[config.mk]
export PLATFORM = sky130hd
export DESIGN_NAME = enemy_anim_ctrl
export DESIGN_NICKNAME = d
export VERILOG_FILES = /design/src/rtl/enemy_anim_ctrl.sv
export SDC_FILE = /design/constraint.sdc
export NUM_CORES = 1
export LEC_CHECK = 0
export BUFFER_PORTS_ARGS = -buffer_cell sky130_fd_sc_hd__buf_2
export CORE_MARGIN = 3
export CORE_UTILIZATION = 54
export CTS_BUF_LIST = sky130_fd_sc_hd__clkbuf_8
export DETAILED_ROUTE_END_ITERATION = 10
export GPL_ROUTABILITY_DRIVEN = 0
export GPL_TIMING_DRIVEN = 0
export MAX_ROUTING_LAYER = met4
export PLACE_DENSITY = 0.8
export REMOVE_ABC_BUFFERS = 1
export SYNTH_ARGS = -nofsm -noshare
export SYNTH_HDL_FRONTEND = slang
export SYNTH_SLANG_ARGS = --single-unit
export TNS_END_PERCENT = 20
[constraint.sdc]
create_clock -name Clk -period 1.54 [get_ports Clk]
set_input_delay 0.154 -clock Clk [delete_from_list [all_inputs] [get_ports Clk]]
set_output_delay 0.154 -clock Clk [all_outputs]
set_load 0.05 [all_outputs]
[src/rtl/enemy_anim_ctrl.sv]
// enemy_anim_ctrl: sprite addressing, walk-cycle animation and hit/hurt/dead
// state for one enemy sprite. All state lives on Clk; frame_clk and hit are
// asynchronous to it and are brought in through synchronisers.
// Sprite area (SPR_W*SPR_H) is expected to stay at or below 6001 so that every
// address fits the sprite ROM.
module enemy_anim_ctrl #(
  parameter int SPR_W           = 60,
  parameter int SPR_H           = 100,
  parameter int FRAMES_PER_STEP = 8,
  parameter int HURT_FRAMES     = 16,
  parameter int MAX_HITS        = 3
) (
  input  logic        Clk,
  input  logic        Reset,
  input  logic        frame_clk,
  input  logic [9:0]  DrawX,
  input  logic [9:0]  DrawY,
  input  logic [9:0]  EnemyX,
  input  logic [9:0]  EnemyY,
  input  logic        enemy_left,
  input  logic        moving,
  input  logic        hit,
  output logic [15:0] read_address,
  output logic [1:0]  en_move,
  output logic        beida,
  output logic        is_enemy,
  output logic        alive
);

  localparam int WC_W  = (FRAMES_PER_STEP > 1) ? $clog2(FRAMES_PER_STEP) : 1;
  localparam int HC_W  = (HURT_FRAMES > 1) ? $clog2(HURT_FRAMES) : 1;
  localparam int HIT_W = $clog2(MAX_HITS + 1);

  localparam logic [WC_W-1:0]   WC_LAST  = WC_W'(FRAMES_PER_STEP - 1);
  localparam logic [HC_W-1:0]   HC_LAST  = HC_W'(HURT_FRAMES - 1);
  localparam logic [HIT_W-1:0]  HITS_MAX = HIT_W'(MAX_HITS);
  localparam logic signed [10:0] SPR_W11 = 11'(SPR_W);
  localparam logic signed [10:0] SPR_H11 = 11'(SPR_H);
  localparam logic [15:0]        SPR_W16 = 16'(SPR_W);

  typedef enum logic [1:0] {
    ST_ALIVE = 2'd0,
    ST_HURT  = 2'd1,
    ST_DEAD  = 2'd2
  } state_t;

  // ---------------------------------------------------------------------------
  // Synchronisers and rising-edge detectors
  // ---------------------------------------------------------------------------
  logic fc_s1_q, fc_s1_d, fc_s2_q, fc_s2_d, fc_prev_q, fc_prev_d;
  logic ht_s1_q, ht_s1_d, ht_s2_q, ht_s2_d, ht_prev_q, ht_prev_d;
  logic tick, hit_p;

  // Next values of the two-flop synchronisers plus the edge-history flop.
  always_comb begin
    fc_s1_d   = frame_clk;
    fc_s2_d   = fc_s1_q;
    fc_prev_d = fc_s2_q;
    ht_s1_d   = hit;
    ht_s2_d   = ht_s1_q;
    ht_prev_d = ht_s2_q;
  end

  // Synchroniser registers.
  always_ff @(posedge Clk or posedge Reset) begin
    if (Reset) begin
      fc_s1_q   <= 1'b0;
      fc_s2_q   <= 1'b0;
      fc_prev_q <= 1'b0;
      ht_s1_q   <= 1'b0;
      ht_s2_q   <= 1'b0;
      ht_prev_q <= 1'b0;
    end else begin
      fc_s1_q   <= fc_s1_d;
      fc_s2_q   <= fc_s2_d;
      fc_prev_q <= fc_prev_d;
      ht_s1_q   <= ht_s1_d;
      ht_s2_q   <= ht_s2_d;
      ht_prev_q <= ht_prev_d;
    end
  end

  assign tick  = fc_s2_q & ~fc_prev_q;
  assign hit_p = ht_s2_q & ~ht_prev_q;

  // ---------------------------------------------------------------------------
  // Hit FSM
  // ---------------------------------------------------------------------------
  state_t           state_q, state_d;
  logic [HIT_W-1:0] hits_q, hits_d;
  logic [HC_W-1:0]  hurt_cnt_q, hurt_cnt_d;

  // Next state: hits only count while ALIVE; HURT lasts HURT_FRAMES ticks;
  // DEAD is sticky until Reset.
  always_comb begin
    state_d    = state_q;
    hits_d     = hits_q;
    hurt_cnt_d = hurt_cnt_q;
    case (state_q)
      ST_ALIVE: begin
        if (hit_p) begin
          hits_d = hits_q + HIT_W'(1);
          if (hits_d == HITS_MAX) begin
            state_d = ST_DEAD;
          end else begin
            state_d    = ST_HURT;
            hurt_cnt_d = '0;
          end
        end
      end
      ST_HURT: begin
        if (tick) begin
          if (hurt_cnt_q == HC_LAST) begin
            state_d    = ST_ALIVE;
            hurt_cnt_d = '0;
          end else begin
            hurt_cnt_d = hurt_cnt_q + HC_W'(1);
          end
        end
      end
      ST_DEAD: begin
        state_d = ST_DEAD;
      end
      default: begin
        state_d    = ST_ALIVE;
        hits_d     = '0;
        hurt_cnt_d = '0;
      end
    endcase
  end

  // FSM state register.
  always_ff @(posedge Clk or posedge Reset) begin
    if (Reset) begin
      state_q    <= ST_ALIVE;
      hits_q     <= '0;
      hurt_cnt_q <= '0;
    end else begin
      state_q    <= state_d;
      hits_q     <= hits_d;
      hurt_cnt_q <= hurt_cnt_d;
    end
  end

  assign beida = (state_q != ST_ALIVE);
  assign alive = (state_q != ST_DEAD);

  // ---------------------------------------------------------------------------
  // Walk animation
  // ---------------------------------------------------------------------------
  logic [WC_W-1:0] wcnt_q, wcnt_d;
  logic [1:0]      phase_q, phase_d;

  // Walk counter: cleared when standing, frozen while hurt or dead. A tick in
  // the same cycle as a hit still counts, since the state is ALIVE then.
  always_comb begin
    wcnt_d  = wcnt_q;
    phase_d = phase_q;
    if (!moving) begin
      wcnt_d  = '0;
      phase_d = 2'd0;
    end else if (tick && (state_q == ST_ALIVE)) begin
      if (wcnt_q == WC_LAST) begin
        wcnt_d  = '0;
        phase_d = phase_q + 2'd1;
      end else begin
        wcnt_d = wcnt_q + WC_W'(1);
      end
    end
  end

  // Walk counter registers.
  always_ff @(posedge Clk or posedge Reset) begin
    if (Reset) begin
      wcnt_q  <= '0;
      phase_q <= 2'd0;
    end else begin
      wcnt_q  <= wcnt_d;
      phase_q <= phase_d;
    end
  end

  // Phase to frame select: stand, step A, stand, step B.
  always_comb begin
    en_move = 2'b00;
    case (phase_q)
      2'd1:    en_move = 2'b01;
      2'd3:    en_move = 2'b10;
      default: en_move = 2'b00;
    endcase
  end

  // ---------------------------------------------------------------------------
  // Pixel addressing
  // ---------------------------------------------------------------------------
  logic signed [10:0] dx, dy, col;
  logic               in_box;
  logic [15:0]        addr;
  logic [15:0]        read_address_q, read_address_d;
  logic               inbox_d1_q, inbox_d1_d;
  logic               is_enemy_q, is_enemy_d;

  // Sprite-relative coordinate, mirrored column and ROM address.
  always_comb begin
    dx     = $signed({1'b0, DrawX}) - $signed({1'b0, EnemyX});
    dy     = $signed({1'b0, DrawY}) - $signed({1'b0, EnemyY});
    col    = enemy_left ? (SPR_W11 - 11'sd1 - dx) : dx;
    in_box = (dx >= 11'sd0) && (dx < SPR_W11) &&
             (dy >= 11'sd0) && (dy < SPR_H11) && alive;
    addr   = ({5'b0, dy} * SPR_W16) + {5'b0, col};
    read_address_d = in_box ? addr : 16'd0;
    inbox_d1_d     = in_box;
    is_enemy_d     = inbox_d1_q;
  end

  // Address register and the two-stage in-box delay that lines is_enemy up
  // with the ROM's registered colour output.
  always_ff @(posedge Clk or posedge Reset) begin
    if (Reset) begin
      read_address_q <= 16'd0;
      inbox_d1_q     <= 1'b0;
      is_enemy_q     <= 1'b0;
    end else begin
      read_address_q <= read_address_d;
      inbox_d1_q     <= inbox_d1_d;
      is_enemy_q     <= is_enemy_d;
    end
  end

  assign read_address = read_address_q;
  assign is_enemy     = is_enemy_q;

endmodule

==> results of run 1 <==
## through the flow
stage	hold slack, ns	setup WS, ns	std cells	util, %	area, um^2
after global placement	0.263	-3.61	625	61.9	4510
final	-0.00333	-2.83	663	74.8	5450
after detailed placement	0.265	-3.74	625	61.9	4510
after CTS	0.141	-2.71	655	71.3	5200
after floorplan	0.185	-3.18	460	-	4060
after global routing	0.0672	-2.98	663	74.8	5450
## cells in the mapped netlist, types with 2 or more instances
cell type	n	area share (%)
mux2i_1	3	0.73
a41o_1	2	0.49
xnor2_1	31	6.6
nor2b_1	7	1.1
nand3_1	13	1.6
nand2_1	30	2.8
nand3b_1	2	0.37
o21ai_1	4	0.49
ha_1	62	19
o21a_1	4	0.73
nor2_1	26	2.4
inv_2	2	0.18
nor2_2	2	0.31
o21ai_0	12	1.5
a2111oi_0	2	0.43
a21o_1	8	1.5
a211oi_1	3	0.55
o2111ai_1	5	1.1
o31ai_1	6	1.1
nor3_1	14	1.7
fa_1	15	7.3
nand2b_1	5	0.76
a21oi_1	25	3.1
nor4_1	2	0.31
and3_1	3	0.46
or3_1	3	0.46
nor2_4	7	1.9
a31oi_1	2	0.31
inv_1	75	6.9
or2_2	3	0.46
o21bai_1	2	0.37
nand4_1	3	0.46
dfrtp_1	37	23
and2_1	3	0.46
xor2_1	17	3.6
## critical path: stages
cell     delay [ns]
buf_6          0.07
inv_4          0.03
ha_4           0.15
fa_2           0.54
inv_2          0.06
fa_1           0.56
inv_1          0.08
fa_1           0.49
fa_2           0.39
nor2b_4        0.16
o21a_1         0.19
nor2_2         0.06
xnor2_1        0.13
ha_2           0.34
nor2_1         0.05
nor2_2         0.15
a41oi_2        0.17
nor4b_4        0.30
a31o_2         0.23
nand3_2        0.06
nor3b_2        0.16
## flip-flops by register name, indices dropped and copies added, names as in the netlist
name / count
read_address: 16
inbox_d1_q: 1
fc_s1_q: 1
hurt_cnt_q: 4
state_q: 2
hits_q: 2
ht_prev_d: 1
fc_prev_q: 1
ht_s1_q: 1
is_enemy: 1
phase_q: 2
fc_prev_d: 1
wcnt_q: 3
ht_prev_q: 1
## what timing repair did
| action | CTS | global route |
|---|---|---|
| hold buffers | 2 | 0 |
| buffers inserted | 21 | 8 |
| gates resized for setup | 70 | 39 |
| pin swaps | 48 | 33 |
| setup endpoints to repair | 23 | 29 |
| hold endpoints to repair | 2 | 0 |
## kinds of logic (layout without fill, tap and decap cells)
group,count (synthesis),in the layout,share of synthesized area (%)
AOI/OAI and AO/OA,88,88,14.7
xor gates and xnor gates,49,49,10.7
adders and majority gates,77,77,26.3
buffers and inverters,81,181,7.92
DFF,37,37,22.6
muxes,3,3,0.734
and+or+nand+nor,129,129,17.0
## routing by layer
| layer | vias to the layer above | GRT usage, % |
|---|---|---|
| met4 | 0 | 5.74 |
| met5 | - | - |
| met1 | 1706 | 24.7 |
| met2 | 105 | 41.6 |
| met3 | 30 | 2.25 |
| li1 | 1761 | - |
## area by class of cell
cell class | count | area share [%]
tap | 99 | 2.27
inverter | 77 | 5.35
clock inverter | 2 | 0.642
timing repair buffer | 97 | 10.8
multi-input combinational | 346 | 62.7
clock buffer | 5 | 1.26
sequential | 37 | 17.0
## worst max path at each step
| stage | endpoint | slack [ns] |
|---|---|---|
| after detailed placement | read_address[15]$_DFF_PP0_ | -3.74 |
| after global routing | read_address[15]$_DFF_PP0_ | -2.98 |
| final | read_address[15]$_DFF_PP0_ | -2.83 |
| after floorplan | read_address[15]$_DFF_PP0_ | -3.18 |
| after CTS | read_address[15]$_DFF_PP0_ | -2.71 |
| after global placement | read_address[15]$_DFF_PP0_ | -3.61 |
==> impl_results.md, run 1 <==
- Final hold slack: -0.00333 ns
- R2r worst-path depth: 7
- Top_reg_cell synth: dfrtp_1
- Crit share post-route: 284%
- Final nets: 687
- IO Pins: 67
- Final Max Tran Viols: 0
- # fillers: 510
- Initial antenna violation count: 0
- Met1 WL: 3670 um
- Met2 wire length: 5360 um
- Status: finished with violations
- Unrepaired setup endpoints after global routing: true
- DIE WIDTH: 93.1 um
- FF+latch area: 926 um^2
- Critical path arrival: 4.53 ns
- Synth Instances: 464
- Async SR Flop Fraction: 100%
- CTS tree: yes
- R2R setup slack: -0.62 ns
- Setup violations, final: 18
- Rows: 31
- Clock sinks: 37
- Critical Path Sink Type: flip-flop
- Slew @ Worst Pin: 0.729 ns
- PortBufs: 66
- Vias in the first global route: 3612
- Register area share after synthesis: 22.6%
- H-tree levels: 2
- Clock skew: 0.00918 ns
- Commonest non-fill, non-tap cell in the layout: inv_1
- Grt total ovfl: 0
- Min cycle time layout: 4.37 ns
- CP startpoint kind: primary input
- Synth-to-layout area growth: 33.3%
- Global Route Usage Sum: 22.0%
- Multi-input gate area: 3420 um^2
- Die H: 93.1 um
- Number of max-cap violations: 0
- DRT antenna net count: 0
- Clock Path Buffers: 2
- Die area: 8660 um^2
- Worst setup margin: -2.83 ns
- Initial Utilization: 56.1%
- Root Driver: clkbuf_8
- WS Path Type: primary input to flip-flop
- Antenna Cells: 0
- #FFs+latches synth: 37
- Unique masters post-synth: 59
- Failing checks: hold timing, setup timing
- Syn Area/Cell: 8.82 um^2
- Routed Wire Length: 9670 um
- Leading cell types in the layout, fill and taps excluded: inv_1 (64), buf_2 (63), ha_1 (43), dfrtp_1 (37)
- Iter 0 DRT Violations: 153
- CP startpoint: DrawY[0]
- Crit Path Max Fanout: 3
- Vias per cell: 5.43
- Top sig layer: met4
- Rel. slew slack: 51.4%
- Clk slew on worst S/H paths: 0.07 ns
- Vias: 3602
- Share of cells above drive strength 1: 36.5%
- EDFF count, synth: 0
- Core area: 7290 um^2
- Clk Latency, worst-skew pair: 0.28 ns
- Estimated wirelength of the detail-placed design: 6140 um
- First-pass GRT wire length: 15400 um
- Cell Area, Synth: 4090 um^2
- Router iterations before antenna repair: 6
- Ys Warns: 0
- Final Hold Fails: 23
- Total CTS buffers: 5
- End of the worst register-to-register path: read_address[8]$_DFF_PP0_
- Setup TNS: -33.83 ns
- Residual DRC count: 0
- Hold/Removal Path Class: primary input to asynchronous set/reset pin
- RR Startpoint: state_q[0]$_DFFE_PP0P_
- CP Data Required Time: 1.70 ns
- WL/cell: 14.6 um
- F_max: 0.229 GHz
- Largest net degree at the start of global routing: 38
- Routed wl met3: 365 um
Power of run 1 is not shown: default switching activity piles up to over one toggle a cycle in this logic, so the estimate is an artifact.
==> inputs of run 2 (changes only) <==
- CORE_UTILIZATION: 54 -> 40
- PLACE_DENSITY: 0.8 -> unset
==> run 2 against run 1 <==
Net effect: the flow still finishes with violations (hold timing, setup timing); via count decreased by 6.7%; first-iteration DRC count decreased by 25%; final cell count is 5.0% higher; worst hold slack got worse by 0.0051 ns; sequential share of layout area shrank 0.066 points; critical path type unchanged; critical endpoint is now read_address[14]$_DFF_PP0_.
==> impl_results.md, run 2 (synthesized netlist as in run 1, its figures left out) <==
- Global Route Usage Sum: 15.1% (was 22.0%)
- Antenna Cells: 0 (unchanged)
- Commonest non-fill, non-tap cell in the layout: inv_1 (unchanged)
- Status: finished with violations (unchanged)
- Final nets: 686 (was 687)
- # fillers: 863 (was 510)
- IO Pins: 67 (unchanged)
- Setup violations, final: 17 (was 18)
- Final Hold Fails: 19 (was 23)
- Worst setup margin: -2.81 ns (was -2.83 ns)
- Share of cells above drive strength 1: 35.0% (was 36.5%)
- Max reg flops: 16 (unchanged)
- Critical Path Sink Type: flip-flop (unchanged)
- Hold/Removal Path Class: primary input to asynchronous set/reset pin (unchanged)
- Core area: 9860 um^2 (was 7290 um^2)
- Clock Path Buffers: 2 (unchanged)
- Clk Latency, worst-skew pair: 0.28 ns (about the same)
- Initial antenna violation count: 0 (unchanged)
- Highest-delay cell along the critical path: fa_1 (unchanged)
- Initial Utilization: 41.5% (was 56.1%)
- Root Driver: clkbuf_8 (unchanged)
- Total CTS buffers: 5 (unchanged)
- Cell breakdown of the critical path: buf_8 -> ha_4 -> fa_2 -> nor2b_4 -> buf_4 -> o21ai_2 -> nand2b_1 -> xor2_4 -> ha_4 -> xnor2_2 -> fa_1 -> inv_2 -> ha_4 -> nand3_2 -> o211ai_1 -> nor2_1 -> xnor2_1 -> ha_2 -> buf_6 -> o21a_1 -> o31ai_4 -> a2111oi_4 -> xnor2_2 -> nor2_4 (was buf_6 -> inv_4 -> ha_4 -> fa_2 -> inv_2 -> fa_1 -> inv_1 -> fa_1 -> fa_2 -> nor2b_4 -> o21a_1 -> nor2_2 -> xnor2_1 -> ha_2 -> nor2_1 -> nor2_2 -> a41oi_2 -> nor4b_4 -> a31o_2 -> nand3_2 -> nor3b_2)
- Iter 0 DRT Violations: 114 (was 153)
- WL/cell: 11.8 um (was 14.6 um)
- Unrepaired setup endpoints after global routing: true (unchanged)
- Clock skew: 0.00662 ns (was 0.00918 ns)
- RR Startpoint: state_q[0]$_DFFE_PP0P_ (unchanged)
- Estimated wirelength of the detail-placed design: 6290 um (was 6140 um)
- PortBufs: 66 (unchanged)
- Routed Wire Length: 8190 um (was 9670 um)
- CTS tree: yes (unchanged)
- Slew @ Worst Pin: 0.729 ns (about the same)
- Final Max Tran Viols: 0 (unchanged)
- DIE WIDTH: 107 um (was 93.1 um)
- Largest net degree at the start of global routing: 38 (unchanged)
- Buf/Inv on CP: 4 (unchanged)
- H-tree levels: 2 (unchanged)
- F_max: 0.230 GHz (was 0.229 GHz)
- Router iterations before antenna repair: 4 (was 6)
- Synth-to-layout area growth: 33.8% (was 33.3%)
- Crit-path most repeated cell: ha_4
- Clock sinks: 37 (unchanged)
- CP Data Required Time: 1.71 ns (was 1.70 ns)
- CP startpoint: EnemyY[0] (was DrawY[0])
- Rel. slew slack: 51.3% (was 51.4%)
- Residual DRC count: 0 (unchanged)
- Final hold slack: -0.00839 ns (was -0.00333 ns)
- Crit Path Max Fanout: 5 (was 3)
- CP startpoint kind: primary input (unchanged)
- WS Path Type: primary input to flip-flop (unchanged)
- Vias: 3362 (was 3602)
- Crit share post-route: 283% (was 284%)
- Vias in the first global route: 3329 (was 3612)
- Rows: 36 (was 31)
- Failing checks: hold timing, setup timing (unchanged)
- Clk slew on worst S/H paths: 0.07 ns (about the same)
- Die area: 11500 um^2 (was 8660 um^2)
- First-pass GRT wire length: 14200 um (was 15400 um)
- Number of max-cap violations: 0 (unchanged)
- Largest stage delay, worst path: 0.52 ns (was 0.56 ns)
- Top delay family on crit path: adder cells (unchanged)
- Utilization after layout: 55.5% (was 74.8%)
- Die H: 107 um (was 93.1 um)
- Vias per cell: 4.83 (was 5.43)
- Critical path arrival: 4.52 ns (was 4.53 ns)
- Grt total ovfl: 0 (unchanged)
- Min cycle time layout: 4.35 ns (was 4.37 ns)
- DRT antenna net count: 0 (unchanged)
- Leading cell types in the layout, fill and taps excluded: inv_1 (65), buf_2 (62), ha_1 (47), dfrtp_1 (37), nand2_1 (28) (was inv_1 (64), buf_2 (63), ha_1 (43), dfrtp_1 (37))
run 2: cell types whose count changed in the layout (fill, tap and decap cells not counted), moves of 3 or more:
cell / previous run / this run
nor3_2: 3 / 0
xnor2_2: 11 / 8
nor3_1: 11 / 14
xnor2_4: 1 / 5
inv_2: 12 / 9
buf_4: 29 / 26
ha_1: 43 / 47
ha_4: 13 / 8
run 2: worst paths after layout:
check | to | slack (ns) | cells after the start
min reg2reg | is_enemy$_DFF_PP0_ | 0.35 | 0
max reg2reg | read_address[8]$_DFF_PP0_ | -0.57 | 7
min in group Clk | phase_q[1]$_DFFE_PP0P_ | 0.14 | 2
min | read_address[0]$_DFF_PP0_ | -0.008 | 2
max | read_address[14]$_DFF_PP0_ | -2.81 | 24
max in group asynchronous | read_address[9]$_DFF_PP0_ | 1.08 | 2
run 2: what timing repair did:
action | CTS | global route
hold buffers | 2 | 0
gates resized for setup | 84 | 27
endpoints found under the setup margin | 22 | 24
pin swaps | 47 | 14
endpoints found under the hold margin | 2 | 0
buffers inserted | 26 | 3
gates cloned | 0 | 0
run 2: through the flow:
| stage | hold WS (ns) | instances | worst slack (ns) | area (um^2) | TNS [ns] |
|---|---|---|---|---|---|
| global route | 0.0612 | 696 | -3.05 | 5480 | -37.15 |
| finish | -0.00839 | 696 | -2.81 | 5480 | -33.53 |
| detailed placement | 0.266 | 659 | -3.77 | 4550 | -53.15 |
| global placement | 0.263 | 659 | -3.68 | 4550 | -51.71 |
| floorplan | 0.185 | 460 | -3.18 | 4060 | -40.34 |
| CTS | 0.134 | 693 | -2.74 | 5340 | -32.95 |
run 2: cell type report:
class / count / area (um^2) / share of cell area, %
Inverter: 77 / 299 / 5.46
Clock inverter: 1 / 7.51 / 0.137
Clock buffer: 6 / 82.6 / 1.51
Tap cell: 133 / 166 / 3.04
Sequential cell: 37 / 926 / 16.9
Timing Repair Buffer: 96 / 597 / 10.9
Multi-Input combinational cell: 346 / 3400 / 62.0
run 2: per-layer routing:
layer	track usage [%]	share of wire [%]	up-vias
met5	-	0	-
met4	3.38	0.94	0
met3	1.38	3.1	7
met2	27.1	50	54
met1	18.4	46	1542
li1	-	-	1759
run 2: worst register-to-register path, delay by kind of cell (launching register included):
kind | cells | cell delay (ns)
AND/OR/NAND/NOR | 3 | 0.90
flip-flops | 1 | 0.38
AO/OA/AOI/OAI | 1 | 0.32
adder cells (fa/ha/maj) | 1 | 0.21
buffers and inverters | 2 | 0.20
Power of run 2 is left out for the same reason.
